===== src/rtl/cpu_pkg.sv =====
// Shared register-file writeback types and widths.
// Purely declarative: no logic, no latency, no flow control.
package cpu_pkg;

  localparam int DATA_W   = 16;
  localparam int ADDR_W   = 2;
  localparam int NUM_REGS = 2 ** ADDR_W;

  typedef struct packed {
    logic [ADDR_W-1:0] addr;
    logic [DATA_W-1:0] data;
  } wb_entry_t;

  typedef enum logic {
    WB_ALU = 1'b0,
    WB_MEM = 1'b1
  } wb_src_t;

endpackage


===== src/rtl/wb_fifo.sv =====
// Synchronous FIFO with registered occupancy count.
// Head is visible combinationally; push when full and pop when empty are ignored.
module wb_fifo #(
  parameter int WIDTH = 18,
  parameter int DEPTH = 4
) (
  input  logic                     clk,
  input  logic                     rst,
  input  logic                     push,
  input  logic [WIDTH-1:0]         push_dat,
  input  logic                     pop,
  output logic [WIDTH-1:0]         pop_dat,
  output logic                     full,
  output logic                     empty,
  output logic [$clog2(DEPTH):0]   count
);

  localparam int PTR_W = $clog2(DEPTH);

  logic [WIDTH-1:0] mem [DEPTH];
  logic [PTR_W-1:0] wr_ptr;
  logic [PTR_W-1:0] rd_ptr;
  logic             push_ok;
  logic             pop_ok;

  assign full    = (count == (PTR_W+1)'(DEPTH));
  assign empty   = (count == '0);
  assign push_ok = push && !full;
  assign pop_ok  = pop && !empty;
  assign pop_dat = mem[rd_ptr];

  always_ff @(posedge clk) begin
    if (push_ok) mem[wr_ptr] <= push_dat;
  end

  // DEPTH is a power of two, so pointer overflow is the wrap.
  always_ff @(posedge clk) begin
    if (rst) begin
      wr_ptr <= '0;
      rd_ptr <= '0;
      count  <= '0;
    end else begin
      if (push_ok) wr_ptr <= wr_ptr + 1'b1;
      if (pop_ok)  rd_ptr <= rd_ptr + 1'b1;
      case ({push_ok, pop_ok})
        2'b10:   count <= count + 1'b1;
        2'b01:   count <= count - 1'b1;
        default: count <= count;
      endcase
    end
  end

endmodule


===== src/rtl/regfile_writeback_ctrl.sv =====
// Register file write controller: load/ALU arbitration, FIFO buffering, RAW scoreboard.
// Accept-to-write is 2 edges; sources stall only when the buffer is full, ALU also yields to loads.
module regfile_writeback_ctrl
  import cpu_pkg::*;
#(
  parameter int FIFO_DEPTH = 4
) (
  input  logic                         clk,
  input  logic                         rst,
  input  logic                         alu_valid,
  output logic                         alu_ready,
  input  logic [ADDR_W-1:0]            alu_addr,
  input  logic [DATA_W-1:0]            alu_data,
  input  logic                         mem_valid,
  output logic                         mem_ready,
  input  logic [ADDR_W-1:0]            mem_addr,
  input  logic [DATA_W-1:0]            mem_data,
  input  logic                         rsv_valid,
  input  logic [ADDR_W-1:0]            rsv_addr,
  output logic                         rsv_ready,
  output logic [NUM_REGS-1:0]          busy,
  output logic                         rf_we,
  output logic [ADDR_W-1:0]            rf_waddr,
  output logic [DATA_W-1:0]            rf_wdata,
  output logic [$clog2(FIFO_DEPTH):0]  fifo_count,
  output logic                         sb_err
);

  logic          fifo_full;
  logic          fifo_empty;
  logic          push;
  logic          pop;
  wb_src_t       src;
  wb_entry_t     push_ent;
  wb_entry_t     head;

  logic [1:0]          cnt [NUM_REGS];
  logic [NUM_REGS-1:0] inc_vec;
  logic [NUM_REGS-1:0] dec_vec;
  logic                rsv_fire;
  logic                err_set;

  // Readiness looks only at pre-edge occupancy; a full buffer never passes through.
  assign mem_ready = !fifo_full;
  assign alu_ready = !fifo_full && !mem_valid;
  assign src       = mem_valid ? WB_MEM : WB_ALU;
  assign push      = (mem_valid && mem_ready) || (alu_valid && alu_ready);
  assign push_ent  = (src == WB_MEM) ? '{addr: mem_addr, data: mem_data}
                                     : '{addr: alu_addr, data: alu_data};
  assign pop       = !fifo_empty;

  wb_fifo #(
    .WIDTH ($bits(wb_entry_t)),
    .DEPTH (FIFO_DEPTH)
  ) u_fifo (
    .clk      (clk),
    .rst      (rst),
    .push     (push),
    .push_dat (push_ent),
    .pop      (pop),
    .pop_dat  (head),
    .full     (fifo_full),
    .empty    (fifo_empty),
    .count    (fifo_count)
  );

  always_ff @(posedge clk) begin
    if (rst) begin
      rf_we    <= 1'b0;
      rf_waddr <= '0;
      rf_wdata <= '0;
    end else begin
      rf_we <= pop;
      if (pop) begin
        rf_waddr <= head.addr;
        rf_wdata <= head.data;
      end
    end
  end

  assign rsv_ready = (cnt[rsv_addr] != 2'd3);
  assign rsv_fire  = rsv_valid && rsv_ready;

  always_comb begin
    inc_vec = '0;
    dec_vec = '0;
    if (rsv_fire) inc_vec[rsv_addr] = 1'b1;
    if (rf_we)    dec_vec[rf_waddr] = 1'b1;
  end

  // A commit that meets a same-edge reservation nets to zero, even from an idle count.
  assign err_set = rf_we && (cnt[rf_waddr] == 2'd0) && !inc_vec[rf_waddr];

  always_ff @(posedge clk) begin
    if (rst) begin
      for (int r = 0; r < NUM_REGS; r++) cnt[r] <= 2'd0;
      sb_err <= 1'b0;
    end else begin
      for (int r = 0; r < NUM_REGS; r++) begin
        if (inc_vec[r] && !dec_vec[r])
          cnt[r] <= cnt[r] + 2'd1;
        else if (dec_vec[r] && !inc_vec[r] && (cnt[r] != 2'd0))
          cnt[r] <= cnt[r] - 2'd1;
      end
      if (err_set) sb_err <= 1'b1;
    end
  end

  always_comb begin
    busy = '0;
    for (int r = 0; r < NUM_REGS; r++) busy[r] = (cnt[r] != 2'd0);
  end

endmodule


===== config.mk =====
export PLATFORM = sky130hd
export DESIGN_NAME = regfile_writeback_ctrl
export DESIGN_NICKNAME = d
export VERILOG_FILES = /design/src/rtl/cpu_pkg.sv /design/src/rtl/wb_fifo.sv /design/src/rtl/regfile_writeback_ctrl.sv
export SDC_FILE = /design/constraint.sdc
export NUM_CORES = 1
export LEC_CHECK = 0
export CORE_ASPECT_RATIO = 1.4
export CORE_MARGIN = 3
export CORE_UTILIZATION = 54
export DETAILED_ROUTE_END_ITERATION = 8
export GPL_TIMING_DRIVEN = 0
export PLACE_DENSITY_LB_ADDON = 0.25
export SETUP_SLACK_MARGIN = 0.3
export SYNTH_ARGS = -nofsm -noshare
export SYNTH_HDL_FRONTEND = slang
export SYNTH_SLANG_ARGS = --single-unit
export TNS_END_PERCENT = 50

===== constraint.sdc =====
create_clock -name clk -period 2.28 [get_ports clk]
set_clock_uncertainty 0.1 [all_clocks]
set_input_delay 0.456 -clock clk [delete_from_list [all_inputs] [get_ports clk]]
set_output_delay 0.456 -clock clk [all_outputs]
set_load 0.05 [all_outputs]

# After elaboration in Yosys (flattened, before gate mapping)
# Memories as Yosys holds them, arrays and structs flattened. A register that Yosys moved wholly into a read port is not among the register bits.
# Index checks and enable logic that the tools add are counted.
[word_totals] output_inout_bits=30 n_memories=2 register_bits=9 input_bits=43 wordCells=128 ram_bits=80
[mem_list] memory="u_fifo.mem" depth=4 width=18 read_ports=1 rd_clocked_by_memory_dff=1 wr=1 line_no="wb_fifo.sv:20" rtl="logic [WIDTH-1:0] mem [DEPTH];"
[mem_list] memory="cnt" depth=4 width=2 read_ports=6 rd_clocked_by_memory_dff=0 wr=4 line_no="regfile_writeback_ctrl.sv:37" rtl="logic [1:0] cnt [NUM_REGS];"
[op_classes] addsub=12 order_cmp=4 reduce_logical=42 n_mux=51 n_eq_ne=4 n_bitwise=8
[ops] operator="1-bit two-way mux" count=36
[ops] operator="1-bit logical AND" count=21
[ops] operator="18-bit two-way mux" count=1
[ops] operator="2-bit two-way mux" count=8
[ops] operator="1-bit logical NOT" count=13
[ops] operator="2-bit by 1-bit adder with 2-bit output, second input constant" count=6
[ops] operator="2-bit nonzero test" count=5
[ops] operator="4-bit two-way mux" count=2
[ops] operator="1-bit OR" count=8
[ops] operator="2-bit by 1-bit subtractor with 2-bit output, second input constant" count=4
[ops] operator="2-bit by 3-bit < comparator with 1-bit output, second input constant" count=2
[ops] operator="3-bit one-hot mux with 2 select lines" count=1
[ops] operator="1-bit demux with 2-bit select" count=2
[ops] operator="2-bit by 1-bit greater-or-equal comparator with 1-bit output, second input constant" count=2
[ops] operator="3-bit by 1-bit adder with 3-bit output, second input constant" count=1
[ops] operator="3-bit == test, second input constant" count=1
[ops] operator="3-bit logical NOT" count=1
[ops] operator="3-bit by 1-bit subtractor with 3-bit output, second input constant" count=1
[ops] operator="1-bit binary-select mux with 2-bit select" count=1
[ops] operator="2-bit by 1-bit == test with 1-bit output, second input constant" count=1
[ops] operator="2-bit == test, second input constant" count=1
[ops] operator="2-bit logical NOT" count=1
[ops] operator="2-bit inequality test, second input constant" count=1
[ops] operator="1-bit logical OR" count=1

# Longest topological paths before layout
[depth] ltp_word=13 ltp_mapped=8 ltp_nobuf=8

# By module
# A second synthesis with hierarchy kept.
[hier_totals] cells_unflattened=317 area_unflattened_um2=4768.3
[by_module_without_submodules] mod="wb_fifo" instances=1 seq_area_each_um2=2342.2 cells_each=148 area_per_inst_um2=3114.2
[by_module_without_submodules] mod="regfile_writeback_ctrl" instances=1 seq_area_each_um2=680.7 cells_each=169 area_per_inst_um2=1654.1

# Worst setup path before layout
# OpenSTA, ideal clock, no wires.
[synth_timing] kind="flip-flop to flip-flop" startpoint="register u_fifo.count[0]" endpoint="register u_fifo.count[2]" path_stages_with_launch=9 required_time_ns=2.052 path_buffers=0 t_arrival_ns=2.355 setup_ns=0.128 period_less_slack_ns=2.583 setup_slack_ns=-0.303 path_cell_list="dfxtp_1 > nor2_1 > nand2_1 > o21a_1 > fa_1 > nor4b_1 > a21oi_1 > o22a_1 > nor2_1"
[synth_via] elab_chain_len=8 word_cells_on_any_way=15 classes_between="2 x add/sub; 3 x eq/ne; 1 x mux; 9 x reduce/logical"
[synth_lines] element="start, declared" line_no="wb_fifo.sv:15" rtl="output logic [$clog2(DEPTH):0] count"
[synth_lines] element="start signal, assigned" line_no="wb_fifo.sv:46" rtl="2'b10: count <= count + 1'b1;"
[synth_lines] element="start signal, assigned" line_no="wb_fifo.sv:47" rtl="2'b01: count <= count - 1'b1;"
[synth_lines] element="start signal, assigned" line_no="wb_fifo.sv:48" rtl="default: count <= count;"
[synth_lines] element="3-bit == test *" line_no="wb_fifo.sv:26" rtl="assign full = (count == (PTR_W+1)'(DEPTH));"
[synth_lines] element="1-bit logical NOT *" line_no="regfile_writeback_ctrl.sv:44" rtl="assign mem_ready = !fifo_full;"
[synth_lines] element="named net mem_ready" line_no="regfile_writeback_ctrl.sv:15" rtl="output logic mem_ready,"
[synth_lines] element="1-bit logical AND" line_no="regfile_writeback_ctrl.sv:45" rtl="assign alu_ready = !fifo_full && !mem_valid;"
[synth_lines] element="1-bit logical AND" line_no="regfile_writeback_ctrl.sv:47" rtl="assign push = (mem_valid && mem_ready) || (alu_valid && alu_ready);"
[synth_lines] element="1-bit logical OR" line_no="regfile_writeback_ctrl.sv:47"
[synth_lines] element="1-bit logical AND *" line_no="wb_fifo.sv:28" rtl="assign push_ok = push && !full;"
[synth_lines] element="2-bit by 1-bit == test with 1-bit output or 2-bit == test (tied branches)" line_no="wb_fifo.sv:45" rtl="case ({push_ok, pop_ok})"
[synth_lines] element="3-bit one-hot mux with 2 select lines or 2-bit nonzero test (tied branches)"
# Mark *: on every way through the listed nets, which the timed path passes. The rest lies on a longest branch.
# A chain may end at the register's enable or synchronous reset.

==> impl_metrics.yaml <==
status:
  status: "completed"
grt:
  overflow: 0
  track_usage: 0.196
  grt_pass1_vias: 2990
  grt_pass1_wl_mm: 14.8
  antenna_found_initial: 0
  grt_max_degree: 19
finish:
  final_cell_count_no_fill: 533
  diodes: 0
  finalCoreUtilization: 0.714
  fin_nets: 475
  drive_gt1_frac: 0.258
  synthToLayoutAreaGrowth_pct: 26.4
sta:
  period_share: 0.899
  setup_ws_ps: 231
  fin_tns_setup_ps: 0
  slew_headroom: 0.568
  period_needed_ps: 2050
  fmax_mhz: 488
  rsz0062_at_grt: "true"
  drv_slew: 0
  hold_viol: 0
  tightestPinTransition_ps: 648
  finalSetupViolCount: 0
clocking:
  cts-root-buf: "clkbuf_16"
  cts_buffers: 9
  cts_tree: "built"
  clock_latency_ps: 340
  cts_hold_buf: 0
  htreeDepth: 3
  path_clk_slew_ps: 60
  cts.path.max_buffers: 2
  clock-sinks: 107
floorplanning:
  dieHeight_um: 117
  num_rows: 39
  start_util: 0.565
  fp.coreArea_sq_um: 8340
  ios: 73
  die_w_um: 85.0
  die-area_sq_um: 9900
setup_path:
  path_class: "reg2out"
  crit_family: "simple AND/OR/NAND/NOR gates"
  cp_slowest_cell: "edfxtp_1"
  critPathLaunchType: "flop"
  cpPeakStageDelay_ps: 410
  arrival_ps: 1490
  worstPathMaxFanout: 3
  worstPathRequired_ps: 1720
  end_kind: "primary output"
  path_cells: "and2_1 > and3b_1 > nor3_4 > buf_6"
  crit_buf_inv: 1
synth:
  synth_area_per_cell_sq_um: 14.0
  async_flop_share: 0
  synthFlopType: "edfxtp_1"
  synth_edf_count: 80
  yosys-top-cells-count: "edfxtp_1, nand2_1, dfxtp_1"
  synth.largest_area_cell: "edfxtp_1"
  synthTopCellsByArea: "edfxtp_1, dfxtp_1, mux4_2"
  synth_top_cell_area_share: 0.510
  ys_ff_latch: 107
  synth.net_count: 385
  syn_area_sq_um: 4710
  synth_most_common_cell: "edfxtp_1"
  syn_inst: 336
  yosysWarnings: 0
  yosysSeqAreaShare: 0.624
  yosys.cell_types.count: 54
drt:
  ant_nets: 0
  wl_per_cell_um: 17.4
  drcViolationCount: 0
  vias: 2972
  drtPass1Iterations: 4
  routed_wl_mm: 9.29
  via_per_inst: 5.58
  first_iter_violations: 202
power:
  p_per_area_nw_per_um2: 1070
  ir_worst_vdd_mv: 0.738
  power_leakage_uw: 0.00232
placement:
  gp_congestion: 0.853
  portBuffers: 69
  place_ws_ps: -698
  placed_cells: 507
  dp_hpwl_mm: 6.36
min_path:
  hold_path.class: "reg2reg"
run:
  drv_cap: 0
## report_power, final
part           switching [uW]  internal, uW
Combinational            1390           943
Sequential                170          2500
Clock                     645           736
Total                    2210          4180
## what timing repair did
item	in CTS	in global routing
endpoints found under the hold margin	0	0
resized for setup	47	19
setup buffers	7	3
cloned	0	0
endpoints found under the setup margin	140	33
## flip-flops by register name (all words and copies together), names as in the netlist
signal	flops
rf_we	1
u_fifo.wr_ptr	2
rf_waddr	2
rf_wdata	16
cnt	8
u_fifo.count	3
sb_err	1
u_fifo.mem	72
u_fifo.rd_ptr	2
## final timing paths
kind | startpoint | end | slack [ps] | cells after the start
setup / recovery | cnt[2][1] | rsv_ready | 230 | 4
setup reg to reg | u_fifo.count[0] | u_fifo.count[2] | 390 | 8
hold / removal | rf_wdata[6] | rf_wdata[6] | 350 | 2
hold reg to reg | rf_wdata[6] | rf_wdata[6] | 350 | 2
## stage by stage
step / power (uW) / area (sq um) / hold WS, ps
5_1_grt: 6690 / 5960 / 372
4_1_cts: 6430 / 5890 / 355
3_5_place_dp: 5050 / 5570 / 346
6_report: 6390 / 5960 / 351
3_3_place_gp: 4990 / 5570 / 340
2_1_floorplan: 4350 / 4750 / 414
## layer usage
| metal | vias up | track usage | wire length, um | share of wire |
|---|---|---|---|---|
| met5 | - | 0 | 0 | 0 |
| met4 | 0 | 0.0834 | 251 | 0.027 |
| met3 | 23 | 0.0374 | 368 | 0.040 |
| met2 | 71 | 0.346 | 4980 | 0.54 |
| met1 | 1452 | 0.236 | 3690 | 0.40 |
| li1 | 1426 | - | - | - |
## cells by family after synthesis
kind of cell / share of synthesized area
XOR/XNOR: 0.0127
adder cells (fa/ha/maj): 0.0175
buffers and inverters: 0.0340
multiplexers: 0.134
AO/OA/AOI/OAI: 0.0621
AND/OR/NAND/NOR: 0.116
flip-flops: 0.624
## layout make-up
class | instances | area, sq um
flip-flops and latches | 107 | 2950
well taps | 102 | 128
clock buffers | 11 | 233
clock inverters | 5 | 30.0
repair buffers | 79 | 788
plain buffers | 20 | 145
inverters | 8 | 30.0
fillers | 555 | 2390
multi-input cells | 201 | 1660
## cell usage in the layout, fill, tap and decap left out, drive strengths merged, types with 2 or more instances in the layout
| cell type | netlist | final |
|---|---|---|
| clkinv | 0 | 5 |
| a31oi | 4 | 4 |
| xnor2 | 3 | 3 |
| nor3b | 4 | 4 |
| mux2 | 19 | 19 |
| nand3 | 2 | 2 |
| inv | 8 | 8 |
| and2 | 5 | 5 |
| and3b | 3 | 3 |
| dfxtp | 27 | 27 |
| buf | 14 | 29 |
| dlygate4sd2 | 0 | 2 |
| xor2 | 3 | 3 |
| o21ai | 4 | 4 |
| a211o | 3 | 3 |
| mux4 | 18 | 18 |
| clkbuf | 6 | 17 |
| nor3 | 11 | 11 |
| a21oi | 27 | 27 |
| clkdlybuf4s50 | 0 | 46 |
| clkdlybuf4s15 | 0 | 2 |
| nand2 | 48 | 48 |
| ha | 5 | 5 |
| edfxtp | 80 | 80 |
| nor2 | 15 | 15 |
| and3 | 2 | 2 |
| or2 | 3 | 3 |
| nand2b | 4 | 4 |
| a211oi | 3 | 3 |
| dlymetal6s2s | 0 | 14 |
## worst min-delay path, stage by stage (launching register included)
cell	delay (ps)
dfxtp_1	310
nand2_1	50
a21oi_1	50
Power figures use the tool's default switching activity.
==> patch (config.mk and constraints unchanged) <==
Set the package constant `ADDR_W` to 3 (it was 2).
--- a/src/rtl/cpu_pkg.sv
+++ b/src/rtl/cpu_pkg.sv
@@ -5,3 +5,3 @@
   localparam int DATA_W   = 16;
-  localparam int ADDR_W   = 2;
+  localparam int ADDR_W   = 3;
   localparam int NUM_REGS = 2 ** ADDR_W;
Interface: changed (5 resized); port bits go from 73 to 81. No check against the original RTL was run, so the function may have changed too.
==> patch against the unedited design <==
The flow now finishes with violations (negative setup slack). Sequential cell count increased by 13. Final cell count increased by 32%. Final area increased by 29%. Area after synthesis increased by 17%. Sequential power increased by 18%. Utilization increased by 6.0 points. Clock power increased by 87%. Critical path type unchanged. Fmax decreased by 14%. Worst setup slack got worse by 0.32 ns. Power increased by 37%. Routed wire length increased by 48%. Synthesized cell count increased by 26%. Combinational power increased by 29%.
==> patch: results (changes against the unedited design) <==
- Result of the run: finished, violations left (was finished, final reports clean)
- Violations in the final reports: negative setup slack
- Total setup violations reported at the end of the flow: 8 (was 0)
- Number of levels in the clock H-tree: 4 (was 3)
- Share of total power in sequential cells: 36.1% (was 41.8%)
- Total vias in the final route: 4036 (was 2972)
- Clock Tree Root: clkbuf_16 (unchanged)
- Relative slew slack: 50.7% (was 56.8%)
- R2R Path End: cnt[7][1] (was u_fifo.count[2])
- Startpoint of the most critical hold path: rf_wdata[8] (was rf_wdata[6])
- Maximum cell stage delay along the critical path: 0.44 ns (was 0.41 ns)
- Via count of the first global-routing pass: 4321 (was 2990)
- TritonCTS buffer count: 17 (was 9)
- Detail Placement HPWL: 8590 µm (was 6360 µm)
- Reg2Reg Launch Point: cnt[6][0] (was u_fifo.count[0])
- Setup slack at placement: -1.33 ns (was -0.698 ns)
- Routability cong.: 0.920 (was 0.853)
- Portion of the post-synthesis area used by sequential elements: 60.0% (was 62.4%)
- Number of fill cells: 613 (was 555)
- Setup slack of the critical path after layout: -0.0903 ns (was 0.231 ns)
- Yosys top cell area share: 49.9% (was 51.0%)
- Global-route usage over all layers: 24.6% (was 19.6%)
- Crit path max-delay family: flip-flops (was simple AND/OR/NAND/NOR gates)
- Leading cell types by count after synthesis: edfxtp_1 (92), nand2_1 (54), a21oi_1 (31) (was edfxtp_1 (80), nand2_1 (47), dfxtp_1 (27))
- Min Hold Slack: 0.348 ns (was 0.351 ns)
- Leak Pwr: 2.87 nW (was 2.32 nW)
- Setup TNS: -0.263 ns (was 0 ns)
- Net switching power: 3.06 mW (was 2.21 mW)
- Number of enable flip-flop cells after synthesis: 92 (was 80)
- Number of input and output port buffers inserted: 80 (was 69)
- Violation count after the first detailed-routing iteration: 210 (was 202)
- Worst hold path endpoint: rf_wdata[8] (was rf_wdata[6])
- Area after DPL: 6540 µm² (was 5570 µm²)
- Layout Nets: 612 (was 475)
- CP Launch Point: cnt[3][1] (was cnt[2][1])
- Number of cells in the design after placement: 638 (was 507)
- Comb power frac: 34.4% (was 36.6%)
- Wire length per cell: 19.5 µm (was 17.4 µm)
- Setup slack of the worst register-to-register path: -0.05 ns (was 0.39 ns)
- Post-synthesis cell count: 423 (was 336)
- Post-Syn Nets: 475 (was 385)
- Largest registers in the final layout: u_fifo.mem (76), cnt (16), rf_wdata (16) (was u_fifo.mem (72), rf_wdata (16), cnt (8))
- Largest fanout on the critical path: 2 (was 3)
- Filler-free cell count of the finished design: 706 (was 533)
- Largest net degree at the start of global routing: 20 (was 19)
- Worst endpoint data arrival time: 1.81 ns (was 1.49 ns)
- Synth-to-layout area growth: 39.1% (was 26.4%)
- Synth unique cells: 57 (was 54)
patch: changes by cell type after synthesis, moves of 5 or more:
cell,change
a21oi_1,+5
clkbuf_1,+8
edfxtp_1,+12
inv_1,+5
nand2_1,+7
nand2b_1,+6
nand3_1,+11
nor2_1,+8
patch: worst min-delay path: stages, from the launching register on:
cell and delay [ns]:
dfxtp_1 0.30, nand2_1 0.05, a21oi_1 0.05
patch: cells by family (layout without fill, tap and decap cells):
| family | after synthesis | count (layout) | share of synthesized area, % |
|---|---|---|---|
| muxes | 44 | 44 | 13.5 |
| buffers and inverters | 34 | 182 | 2.58 |
| and+or+nand+nor | 148 | 148 | 13.4 |
| AOI/OAI and AO/OA | 66 | 66 | 8.20 |
| DFF | 120 | 120 | 60.0 |
| adders and majority gates | 6 | 6 | 1.49 |
| xor gates and xnor gates | 5 | 5 | 0.791 |
patch: worst max path at each step:
| stage | end | slack [ns] | cells past startpoint |
|---|---|---|---|
| after detailed placement | rsv_ready | -1.33 | 7 |
| after CTS | rsv_ready | -0.09 | 5 |
| after global routing | rsv_ready | -0.15 | 5 |
| after floorplan | cnt[7][0] | 0.02 | 7 |
| final | rsv_ready | -0.09 | 5 |
| after global placement | rsv_ready | -1.33 | 7 |
patch: routing by layer:
layer,vias to the layer above,wire length [µm],track usage (%)
met3,22,502,4.54
met5,-,0,0
li1,1868,-,-
met4,0,352,13.1
met1,2020,5100,26.6
met2,126,7800,45.0
patch: area by class of cell:
cell class	instances	area share, %
Sequential cell	120	43.2
Multi-Input combinational cell	269	30.5
Timing Repair Buffer	118	14.5
Clock buffer	20	5.67
Tap cell	135	2.19
Clock inverter	10	1.69
Buffer	21	1.58
Inverter	13	0.633
patch: repair_timing:
action,4_1_cts,5_1_grt
setup buffers,28,10
resized for setup,170,30
pin swaps,24,15
setup endpoints to repair,216,65
